<file path="src/rtl/mod3_div_if.sv">
// rtl/mod3_div_if.sv - operand/result handshake bundle for the sequential signed divider
interface mod3_div_if #(
    parameter int DW = 40,
    parameter int VW = 17,
    parameter int QW = 24
);
    logic                 in_valid;
    logic                 in_ready;
    logic signed [DW-1:0] dividend;
    logic signed [VW-1:0] divisor;
    logic                 out_valid;
    logic                 out_ready;
    logic signed [QW-1:0] quotient;
    logic signed [VW-1:0] remainder;
    logic                 ovf;
    logic                 div0;

    modport master (
        output in_valid, dividend, divisor, out_ready,
        input  in_ready, out_valid, quotient, remainder, ovf, div0
    );

    modport slave (
        input  in_valid, dividend, divisor, out_ready,
        output in_ready, out_valid, quotient, remainder, ovf, div0
    );
endinterface

</file>
<file path="src/rtl/mod3_div.sv">
// rtl/mod3_div.sv - one-bit-per-cycle signed restoring divider with saturation and div0 flags
module mod3_div #(
    parameter int DW = 40,
    parameter int VW = 17,
    parameter int QW = 24
) (
    input  logic clk,
    input  logic reset,
    mod3_div_if.slave bus
);
    localparam int CW = $clog2(DW + 1);

    localparam logic [2:0] S_IDLE = 3'd0;
    localparam logic [2:0] S_PREP = 3'd1;
    localparam logic [2:0] S_DIV  = 3'd2;
    localparam logic [2:0] S_FIX  = 3'd3;
    localparam logic [2:0] S_DONE = 3'd4;

    localparam logic [QW-1:0] Q_MAX = {1'b0, {(QW-1){1'b1}}};
    localparam logic [QW-1:0] Q_MIN = {1'b1, {(QW-1){1'b0}}};
    localparam logic [DW-1:0] POS_LIMIT = {{(DW-QW){1'b0}}, Q_MAX};
    localparam logic [DW-1:0] NEG_LIMIT = {{(DW-QW){1'b0}}, Q_MIN};

    logic [2:0]    state;
    logic [DW-1:0] dvd_r;
    logic [VW-1:0] dvs_r;
    logic          sn_r;
    logic          sd_r;
    // Dividend magnitude shifts out of the top while quotient bits shift in at the bottom.
    logic [DW-1:0] nq_r;
    logic [VW-1:0] mag_d_r;
    logic [VW-1:0] rem_r;
    logic [CW-1:0] cnt_r;

    logic [QW-1:0] q_o;
    logic [VW-1:0] r_o;
    logic          ovf_o;
    logic          div0_o;

    logic [VW:0]   shifted;
    logic [VW:0]   diff;
    logic          neg_q;
    logic [QW-1:0] q_lo;
    logic [VW-1:0] rem_mag;
    logic          sat_pos;
    logic          sat_neg;

    always_comb begin
        shifted = {rem_r, nq_r[DW-1]};
        diff    = shifted - {1'b0, mag_d_r};
        neg_q   = sn_r ^ sd_r;
        q_lo    = nq_r[QW-1:0];
        rem_mag = rem_r;
        sat_pos = !neg_q && (nq_r > POS_LIMIT);
        sat_neg = neg_q && (nq_r > NEG_LIMIT);
    end

    always_ff @(posedge clk) begin
        if (reset) begin
            state   <= S_IDLE;
            dvd_r   <= '0;
            dvs_r   <= '0;
            sn_r    <= 1'b0;
            sd_r    <= 1'b0;
            nq_r    <= '0;
            mag_d_r <= '0;
            rem_r   <= '0;
            cnt_r   <= '0;
            q_o     <= '0;
            r_o     <= '0;
            ovf_o   <= 1'b0;
            div0_o  <= 1'b0;
        end else begin
            case (state)
                S_IDLE: begin
                    if (bus.in_valid) begin
                        dvd_r <= bus.dividend;
                        dvs_r <= bus.divisor;
                        sn_r  <= bus.dividend[DW-1];
                        sd_r  <= bus.divisor[VW-1];
                        state <= S_PREP;
                    end
                end
                S_PREP: begin
                    // Unsigned negation maps the most negative value onto its true magnitude.
                    nq_r    <= sn_r ? -dvd_r : dvd_r;
                    mag_d_r <= sd_r ? -dvs_r : dvs_r;
                    rem_r   <= '0;
                    cnt_r   <= CW'(DW);
                    state   <= S_DIV;
                end
                S_DIV: begin
                    rem_r <= diff[VW] ? shifted[VW-1:0] : diff[VW-1:0];
                    nq_r  <= {nq_r[DW-2:0], ~diff[VW]};
                    cnt_r <= cnt_r - CW'(1);
                    if (cnt_r == CW'(1)) begin
                        state <= S_FIX;
                    end
                end
                S_FIX: begin
                    if (mag_d_r == '0) begin
                        div0_o <= 1'b1;
                        ovf_o  <= 1'b0;
                        r_o    <= '0;
                        q_o    <= sn_r ? Q_MIN : Q_MAX;
                    end else begin
                        div0_o <= 1'b0;
                        ovf_o  <= sat_pos | sat_neg;
                        r_o    <= sn_r ? -rem_mag : rem_mag;
                        if (sat_pos) begin
                            q_o <= Q_MAX;
                        end else if (sat_neg) begin
                            q_o <= Q_MIN;
                        end else begin
                            q_o <= neg_q ? -q_lo : q_lo;
                        end
                    end
                    state <= S_DONE;
                end
                S_DONE: begin
                    if (bus.out_ready) begin
                        state <= S_IDLE;
                    end
                end
                default: state <= S_IDLE;
            endcase
        end
    end

    assign bus.in_ready  = (state == S_IDLE);
    assign bus.out_valid = (state == S_DONE);
    assign bus.quotient  = q_o;
    assign bus.remainder = r_o;
    assign bus.ovf       = ovf_o;
    assign bus.div0      = div0_o;
endmodule
</file>
<file path="src/flat_wrapper.sv">
// flat-port wrapper written by rule: the top's interface ports become plain ports
module mod3_div_flat 
#(
    parameter int DW = 40,
    parameter int VW = 17,
    parameter int QW = 24
)
  (clk, reset, bus_in_valid, bus_dividend, bus_divisor, bus_out_ready, bus_in_ready, bus_out_valid, bus_quotient, bus_remainder, bus_ovf, bus_div0);
  mod3_div_if #(.DW(DW), .VW(VW), .QW(QW)) bus_i ();
  input  logic clk;
  input  logic reset;
  input wire logic [$bits(bus_i.in_valid)-1:0] bus_in_valid;
  input wire logic [$bits(bus_i.dividend)-1:0] bus_dividend;
  input wire logic [$bits(bus_i.divisor)-1:0] bus_divisor;
  input wire logic [$bits(bus_i.out_ready)-1:0] bus_out_ready;
  output wire logic [$bits(bus_i.in_ready)-1:0] bus_in_ready;
  output wire logic [$bits(bus_i.out_valid)-1:0] bus_out_valid;
  output wire logic [$bits(bus_i.quotient)-1:0] bus_quotient;
  output wire logic [$bits(bus_i.remainder)-1:0] bus_remainder;
  output wire logic [$bits(bus_i.ovf)-1:0] bus_ovf;
  output wire logic [$bits(bus_i.div0)-1:0] bus_div0;
  assign bus_i.in_valid = bus_in_valid;
  assign bus_i.dividend = bus_dividend;
  assign bus_i.divisor = bus_divisor;
  assign bus_i.out_ready = bus_out_ready;
  assign bus_in_ready = bus_i.in_ready;
  assign bus_out_valid = bus_i.out_valid;
  assign bus_quotient = bus_i.quotient;
  assign bus_remainder = bus_i.remainder;
  assign bus_ovf = bus_i.ovf;
  assign bus_div0 = bus_i.div0;
  mod3_div #(.DW(DW), .VW(VW), .QW(QW)) u_core (.clk(clk), .reset(reset), .bus(bus_i));
endmodule
</file>
<file path="config.mk">
export PLATFORM = sky130hd
export DESIGN_NAME = mod3_div_flat
export DESIGN_NICKNAME = d
export VERILOG_FILES = /design/src/rtl/mod3_div_if.sv /design/src/rtl/mod3_div.sv /design/src/flat_wrapper.sv
export SDC_FILE = /design/constraint.sdc
export NUM_CORES = 1
export LEC_CHECK = 0
export ABC_AREA = 0
export CORE_ASPECT_RATIO = 0.6
export CORE_MARGIN = 10
export CORE_UTILIZATION = 60
export CTS_BUF_LIST = sky130_fd_sc_hd__clkbuf_16
export DETAILED_ROUTE_END_ITERATION = 10
export PLACE_DENSITY_LB_ADDON = 0.12
export SETUP_SLACK_MARGIN = 0.3
export SLEW_MARGIN = 15
export SYNTH_ARGS = -nofsm -noshare
export SYNTH_HDL_FRONTEND = slang
export SYNTH_SLANG_ARGS = --single-unit
</file>
<file path="constraint.sdc">
create_clock -name clk -period 3.9 [get_ports clk]
set_input_delay 0.39 -clock clk [delete_from_list [all_inputs] [get_ports clk]]
set_output_delay 0.39 -clock clk [all_outputs]
set_load 0.02 [all_outputs]
</file>
==> metrics.cfg, run 1 <==
[setup_path]
crit_required_ns=4.19
critPathMaxFanout=17
end_kind=register
crit_type=reg -> reg
worst_setup_path_start_kind=register
arrival_ns=3.24

[floorplan]
io_pins=106
num_rows=36
die_area_sq_um=22000
core-area_sq_um=16100
fp.dieH_microns=119
start_util=0.608
dieWidth_microns=185

[power]
p_total_mw=5.61
power.density_nw_per_um2=489
p_leak_nw=4.14
ir_drop_uv=321

[timing]
tns_ns=0
rsz0062_at_grt=false
finalSetupViolations=0
whs_ns=0.458
period_needed_ns=2.95
fmax_mhz=339
finalHoldViolCount=0
fin_ws_ns=0.947
skew_ns=0.0132
maxSlewViolCount=0
worst_pin_slew_ns=0.990
min_period_over_period=0.757
max_slew_margin=0.337

[clock_network]
postCtsSetupRepairBufs=0
cts_resized=0
clock-sinks=183
clk_path_buf_depth=2
hold_buffers=0
clk_pin_slew_ns=0.06
numCtsBuffers=17
h-tree-depth=4
clock_latency_ns=0.44
tritoncts=yes
cts_root_buf=clkbuf_16

[layout]
layout-drive-gt1-share=0.0461
diodes=0
synthToLayoutAreaGrowth_pct=17.6
design_area_sq_um=11500
utilization=0.714
instances_no_fill=1532
num-nets-final=1395

[placed_design]
dp_hpwl_microns=19500
dp_cells=1500
gp_congestion=1.03
io_buffers=105
detailedPlace.worstSlack_ns=1.01
dpl-instance-area_sq_um=10900

[detailed_routing]
antenna_left=0
first_pass_iters=6
viasPerCell=6.06
wl_per_cell_microns=17.6
drc=0
num_vias=9290
drt_iter0_markers=1111
wl_microns=26900

[synth]
synth_nets=1338
yosysUniqueCellTypes=61
yosysWarnings=0
syn_inst=1253
seq_area_frac_synth=0.375
synth_flop_cell=dfxtp_1
ys_ff_latch=183
avgSynthCellArea_sq_um=7.80
async_flop_share=0
synth_edf_count=0
syn_area_sq_um=9770

[grt]
grt_usage=0.238
antenna_found_initial=0
grt_pass1_vias=8233
overflow=0
grt_pass1_wl_microns=43500
grt_start_max_net_pins=87

[worst_hold_path]
hold_path.class=reg -> reg

[job]
drv_cap=0

[outcome]
outcome=finished clean

==> where the power goes <==
group	leakage, nW	total, mW	internal, mW	switching [mW]
sequential	1.49	2.15	1.98	0.162
combinational	2.35	1.73	0.711	1.02
clock	0.296	1.73	1.00	0.734
total	4.14	5.61	3.69	1.92
==> critical path, cell delays in order, from the launching register on <==
cell and delay, ns:
dfxtp_1 0.40, ha_1 0.48, nand4_1 0.18, or3_1 0.39, o22a_1 0.23, o211ai_1 0.16, xor2_2 0.27, buf_4 0.32
mux2i_1 0.25, o21ai_0 0.12
==> placed cells by master (no fill, tap or decap), drive strengths merged, types with 6 or more instances in the layout <==
cell           synthesis  final
nand2                210    210
dfxtp                183    183
a21oi                124    124
nor2                 108    108
clkdlybuf4s50          0    104
o21ai                 65     65
xor2                  48     48
a22oi                 47     47
xnor2                 44     44
inv                   37     42
o22ai                 32     32
nor3                  32     32
ha                    23     23
a211oi                22     22
o31ai                 21     21
mux2i                 20     20
nor4                  17     17
clkbuf                69     17
buf                   11     14
or3                   14     14
o41ai                 14     14
nand2b                12     12
or4                   12     12
nand3                 10     10
nor2b                  7      7
nand4                  6      6
a221oi                 6      6
==> cell usage after synthesis (13+ instances only) <==
cell type,instances,area [sq um]
nand2_1,210,788
dfxtp_1,183,3660
a21oi_1,124,621
nor2_1,108,405
clkbuf_1,69,259
o21ai_0,63,315
xor2_1,48,420
a22oi_1,47,353
xnor2_1,44,385
inv_1,37,139
o22ai_1,32,200
nor3_1,31,155
ha_1,23,288
a211oi_1,22,165
o31ai_1,21,158
mux2i_1,20,200
nor4_1,17,106
or3_1,13,81.3
==> path summary, 6_finish.rpt <==
kind                            cells after the start                       to                     from  slack (ns)
worst max register to register                      9       u_core.rem_mag[12]       u_core.rem_mag[11]        0.95
worst max-delay path                                9       u_core.rem_mag[12]       u_core.rem_mag[11]        0.95
worst min-delay path                                2  u_core.bus.quotient[13]  u_core.bus.quotient[13]        0.46
worst min register to register                      2  u_core.bus.quotient[13]  u_core.bus.quotient[13]        0.46
==> layer usage <==
layer,share of wire,track usage
met1,0.51,0.373
met2,0.39,0.312
met3,0.097,0.0601
met4,0.0074,0.0495
met5,0,0
==> layout make-up <==
class,count,area (sq um)
clock buffers,17,425
clock inverters,15,164
fillers,1315,4590
inverters,37,139
multi-input cells,953,5690
flip-flops and latches,183,3660
well taps,209,262
repair buffers,118,1150
==> state kept, by name, indices dropped and copies added, names as in the netlist <==
name and flops:
u_core.mag_d_r 17, u_core.dvd_r 39, u_core.nq_r 40, u_core.bus.ovf 1
u_core.rem_mag 17, u_core.bus.quotient 24, u_core.state 3, u_core.bus.div0 1
u_core.dvs_r 16, u_core.bus.remainder 17, u_core.cnt_r 6, u_core.sn_r 1
u_core.sd_r 1
==> kinds of logic (layout without fill, tap and decap cells) <==
group,count (synthesis),after routing,synth area share
AO/OA/AOI/OAI,367,367,0.237
AND/OR/NAND/NOR,450,450,0.208
XOR/XNOR,92,92,0.0825
adder cells (fa/ha/maj),24,24,0.0315
flip-flops,183,183,0.375
multiplexers,20,20,0.0205
buffers and inverters,117,187,0.0458
Power figures use the tool's default switching activity.
==> run 2, diff against run 1 <==
--- a/config.mk
+++ b/config.mk
@@ -8,7 +8,7 @@
 export ABC_AREA = 0
 export CORE_ASPECT_RATIO = 0.6
 export CORE_MARGIN = 10
-export CORE_UTILIZATION = 60
+export CORE_UTILIZATION = 57
 export CTS_BUF_LIST = sky130_fd_sc_hd__clkbuf_16
 export DETAILED_ROUTE_END_ITERATION = 10
 export PLACE_DENSITY_LB_ADDON = 0.12
==> constraint.sdc (replaced) <==
create_clock -name clk -period 3.1 [get_ports clk]
set_input_delay 0.31 -clock clk [delete_from_list [all_inputs] [get_ports clk]]
set_output_delay 0.31 -clock clk [all_outputs]
set_load 0.02 [all_outputs]
==> run 2 against run 1 <==
Sequential share of layout area is 0.46 points lower. Count of clock-buffer cells in the layout did not move. Via count increased by 3.6%. Core utilization shrank 0.89 points. Clock skew down 0.00080 ns. Setup slack worse by 0.52 ns. Die area grew 4.5%. Fmax rose by 10%. Clock power up 23%. Register-to-register slack worse by 0.52 ns. Sequential power increased by 26%. Non-clock buffer count rose by 20. Critical endpoint is now u_core.bus.quotient[4]. Largest power group unchanged.
==> metrics.cfg, run 2 (synthesis gave the netlist of run 1 again) <==
[clock_network]
cts_root_buf=clkbuf_16
numCtsBuffers=17
clk_pin_slew_ns=0.07
hold_buffers=0
clk_path_buf_depth=2
h-tree-depth=4
clock-sinks=183
tritoncts=yes
clock_latency_ns=0.44

[layout]
largest_reg_flops=40
largest_register=u_core.nq_r
fillers=1386
synthToLayoutAreaGrowth_pct=19.4
layout_commonest_cell=nand2_1
mostFrequentLayoutCells=210 x nand2_1, 181 x dfxtp_1, 124 x a21oi_1
layout-drive-gt1-share=0.0678
instances_no_fill=1571
design_area_sq_um=11700
diodes=0
num-nets-final=1415

[timing]
max_slew_margin=0.504
finalSetupViolations=0
min_period_over_period=0.863
whs_ns=0.310
rsz0062_at_grt=true
fmax_mhz=374
maxSlewViolCount=0
skew_ns=0.0124
period_needed_ns=2.67
tns_ns=0
finalHoldViolCount=0
worst_pin_slew_ns=0.744

[outcome]
outcome=finished clean

[grt]
antenna_found_initial=0
grt_pass1_wl_microns=48200
overflow=0
grt_usage=0.257
grt_start_max_net_pins=58
grt_pass1_vias=8725

[power]
power.density_nw_per_um2=616
p_seq_frac=0.375
clkPwrFrac=0.297
p_leak_nw=4.21
p_total_mw=7.19
ir_drop_uv=441
share_comb_of_total_power=0.328
p_switching_mw=2.60
swShare=0.361
internal_power_mw=4.59

[placed_design]
dpl-instance-area_sq_um=11100
io_buffers=105
gp_congestion=0.958
dp_cells=1538
dp_hpwl_microns=21500

[detailed_routing]
viasPerCell=6.12
first_pass_iters=6
num_vias=9620
drc=0
wl_microns=29900
wl_per_cell_microns=19.1
antenna_left=0
drt_iter0_markers=1192

[worst_hold_path]
hold_path.class=in -> reg
hold_path_depth=2
whs_endpoint=u_core.bus.remainder[3]
hold_start=reset

[floorplan]
core-area_sq_um=16500
die_area_sq_um=23000
fp.dieH_microns=121
start_util=0.591
num_rows=36
dieWidth_microns=189
io_pins=106

[setup_path]
crit_type=reg -> reg
r2r_setup_slack_ns=0.43
end_kind=register
worst-r2r-cell-count=9
arrival_ns=3.03
worst_setup_path_start_kind=register
crit_required_ns=3.45
reg2reg_to=u_core.bus.quotient[4]
critPathMaxFanout=6
reg2reg_from=u_core.nq_r[1]

[job]
drv_cap=0

-- run 2: cell types whose count changed in the layout (fill, tap and decap cells not counted), sizes merged --
| cell | before | now |
|---|---|---|
| inv | 42 | 44 |
| bufinv | 3 | 1 |
| clkinvlp | 2 | 3 |
| clkinv | 5 | 4 |
| buf | 14 | 34 |
-- run 2: how the worst max path moves through the flow --
| stage | startpoint | to | slack [ns] | cells past startpoint |
|---|---|---|---|---|
| 3_3_place_gp | u_core.nq_r[0] | u_core.bus.quotient[4] | 0.29 | 9 |
| 5_1_grt | u_core.mag_d_r[9] | u_core.rem_mag[0] | 0.27 | 10 |
| 2_1_floorplan | u_core.mag_d_r[12] | u_core.rem_mag[11] | 0.67 | 11 |
| 4_1_cts | u_core.rem_mag[10] | u_core.rem_mag[0] | 0.37 | 9 |
| 3_5_place_dp | u_core.nq_r[0] | u_core.bus.quotient[4] | 0.27 | 9 |
| 6_report | u_core.nq_r[1] | u_core.bus.quotient[4] | 0.43 | 9 |
-- run 2: cell type report --
| cell class | instances | area, sq um | share of cell area |
|---|---|---|---|
| Inverter | 37 | 139 | 0.0119 |
| Clock inverter | 15 | 140 | 0.0120 |
| Multi-Input combinational cell | 953 | 5710 | 0.490 |
| Clock buffer | 17 | 425 | 0.0365 |
| Timing Repair Buffer | 138 | 1300 | 0.111 |
| Tap cell | 228 | 285 | 0.0245 |
| Sequential cell | 183 | 3670 | 0.314 |
-- run 2: what timing repair did --
| action | 4_1_cts | 5_1_grt |
|---|---|---|
| endpoints found under the setup margin | 15 | 40 |
| setup buffers | 0 | 1 |
| gates resized for setup | 1 | 10 |
| pin swaps | 0 | 2 |
-- run 2: worst max-delay path, stage by stage, from the launching register on --
cell and delay, ns:
dfxtp_1 0.36, inv_1 0.09, ha_1 0.17, or3b_2 0.54, nor3_4 0.28, a31oi_1 0.25
nor2_1 0.34, nand2_1 0.12, o31a_1 0.28, o22ai_1 0.16
-- run 2: routing by layer --
| layer | GRT usage | vias up | wire length (microns) |
|---|---|---|---|
| li1 | - | 4634 | - |
| met1 | 0.398 | 4479 | 15000 |
| met2 | 0.320 | 474 | 11000 |
| met3 | 0.0918 | 33 | 3640 |
| met4 | 0.0513 | 0 | 284 |
| met5 | 0 | - | 0 |
-- run 2: power groups by stage --
stage	clock [mW]	combinational (mW)	sequential, mW
global placement	0	2.22	2.73
CTS	2.14	2.26	2.69
floorplan	0	1.62	2.68
finish	2.13	2.36	2.70
global route	2.23	2.57	2.72
detailed placement	0	2.22	2.74
-- run 2: metrics by stage --
stage	utilization	worst slack, ns
final	0.705	0.426
after global routing	0.705	0.268
after CTS	0.703	0.366
after detailed placement	0.669	0.266
after global placement	0.669	0.287
after floorplan	-	0.673
==> run 3, diff against run 2 <==
--- a/config.mk
+++ b/config.mk
@@ -8,9 +8,10 @@
 export ABC_AREA = 0
 export CORE_ASPECT_RATIO = 0.6
 export CORE_MARGIN = 10
-export CORE_UTILIZATION = 57
+export CORE_UTILIZATION = 47
 export CTS_BUF_LIST = sky130_fd_sc_hd__clkbuf_16
 export DETAILED_ROUTE_END_ITERATION = 10
+export MAX_ROUTING_LAYER = met4
 export PLACE_DENSITY_LB_ADDON = 0.12
 export SETUP_SLACK_MARGIN = 0.3
 export SLEW_MARGIN = 15
==> run 3 against run 2 <==
Final cell count increased by 2.7%. Clock power up 4%. Non-clock buffer count shrank 2. Register-to-register slack about the same. Global-route usage down 3.6 points. Flip-flop and latch count unchanged. First-iteration DRC count fell by 21%. Power grew 0.84%. Combinational power hardly changed. Cell area increased by 0.66%. Clock skew is 0.0036 ns lower. Count of clock-buffer cells in the layout is the same. Critical endpoint is now u_core.nq_r[31]. Largest cell class unchanged.
==> metrics.cfg, run 3 (synthesis gave the netlist of run 1 again) <==
[timing]
worst_pin_slew_ns=0.887
maxSlewViolCount=0
period_needed_ns=2.67
min_period_over_period=0.863
fmax_mhz=374
finalSetupViolations=0
rsz0062_at_grt=false
finalHoldViolCount=0
tns_ns=0
skew_ns=0.00883
max_slew_margin=0.404

[setup_path]
crit_type=reg -> reg
worst_setup_path_start_kind=register
cpLargestDelayFamily=simple AND/OR/NAND/NOR gates
crit_buf_inv=0
cp_slowest_cell=or4_1
end_kind=register
path_cells=or4_1, nor3_2, nand4_1, o41ai_1, xor2_1, o22ai_1
crit_required_ns=3.39
arrival_ns=2.97
critPathMaxFanout=7
max_stage_delay_ns=0.60

[detailed_routing]
drt_iter0_markers=939
wl_per_cell_microns=18.3
antenna_left=0
first_pass_iters=5
wl_microns=29600
num_vias=9347
drc=0
viasPerCell=5.79

[clock_network]
h-tree-depth=4
cts_root_buf=clkbuf_16
clock-sinks=183
clk_path_buf_depth=2
numCtsBuffers=17
hold_buffers=0
tritoncts=yes
clock_latency_ns=0.44
clk_pin_slew_ns=0.07

[placed_design]
io_buffers=105
dp_hpwl_microns=21200
gp_congestion=0.952

[layout]
synthToLayoutAreaGrowth_pct=20.1
seqCellArea_sq_um=3660
utilization=0.581
mostFrequentLayoutCells=210 x nand2_1, 182 x dfxtp_1, 124 x a21oi_1
largest_reg_flops=40
layout-drive-gt1-share=0.0664
fillers=1894
multi_input_area_sq_um=5720
layout_commonest_cell=nand2_1
largest_register=u_core.nq_r
diodes=0
num-nets-final=1413

[job]
drv_cap=0

[floorplan]
core-area_sq_um=20200
start_util=0.483
die_area_sq_um=27100
fp.dieH_microns=132
io_pins=106
num_rows=40
dieWidth_microns=206

[grt]
grt_pass1_wl_microns=47300
grt_start_max_net_pins=72
overflow=0
grt_pass1_vias=8408
grt_usage=0.220
antenna_found_initial=0

[power]
power.density_nw_per_um2=617
p_leak_nw=4.21
ir_drop_uv=447

[outcome]
outcome=finished clean

[worst_hold_path]
hold_path.class=in -> reg

run 3: changes by cell type in the layout (fill, tap and decap cells not counted), moves of 2 or more:
cell        delta
nor3_1         +2
inv_8          -2
o21ai_1        -2
ha_2           -2
bufinv_16      +2
ha_4           +2
inv_6          -5
nor3_4         -2
buf_4          -3
clkinvlp_4     +2
clkinv_2       +5
run 3: per-stage QoR:
stage | cell area (sq um) | power, mW | std cells | worst slack (ns) | hold slack [ns]
floorplan | 9770 | 4.30 | 1253 | 0.673 | 0.446
global placement | 11100 | 4.96 | 1582 | 0.438 | 0.447
detailed placement | 11100 | 4.95 | 1582 | 0.420 | 0.450
CTS | 11700 | 7.18 | 1614 | 0.393 | 0.164
global route | 11700 | 7.61 | 1614 | 0.302 | 0.152
finish | 11700 | 7.25 | 1614 | 0.426 | 0.167
run 3: path summary, 6_finish.rpt:
kind	startpoint	end	slack (ns)	depth (start not counted)
setup / recovery	u_core.dvd_r[6]	u_core.nq_r[31]	0.43	6
hold / removal	reset	u_core.sn_r	0.17	2
setup reg to reg	u_core.dvd_r[6]	u_core.nq_r[31]	0.43	6
hold reg to reg	u_core.bus.div0	u_core.bus.div0	0.47	2
run 3: what timing repair did:
| item | in CTS | in global routing |
|---|---|---|
| resized for setup | 0 | 11 |
| endpoints found under the setup margin | 0 | 31 |
| buffers inserted | 0 | 0 |
run 3: layout make-up:
cell class                      count  area share
Timing Repair Buffer              136       0.110
Inverter                           37      0.0118
Tap cell                          273      0.0291
Clock buffer                       17      0.0362
Sequential cell                   183       0.312
Clock inverter                     15      0.0137
Multi-Input combinational cell    953       0.487
run 3: worst register-to-register path, delay by kind of cell, from the launching register on:
family	cells	cell delay, ns
DFF	1	0.35
AOI/OAI and AO/OA	2	0.52
and+or+nand+nor	3	1.48
xor gates and xnor gates	1	0.17
run 3: per-layer routing:
metal / part of all wire / vias to the layer above / global-route usage
met5: 0 / - / -
met4: 0.0070 / 0 / 0.0420
met3: 0.10 / 13 / 0.0695
met2: 0.35 / 383 / 0.246
met1: 0.54 / 4333 / 0.355
li1: - / 4618 / -
run 3: power breakdown:
part / internal, mW / leakage [nW] / switching [mW] / total, mW
Combinational: 0.958 / 2.44 / 1.37 / 2.33
Clock: 1.25 / 0.278 / 0.969 / 2.22
Sequential: 2.50 / 1.49 / 0.198 / 2.69
Total: 4.71 / 4.21 / 2.54 / 7.25
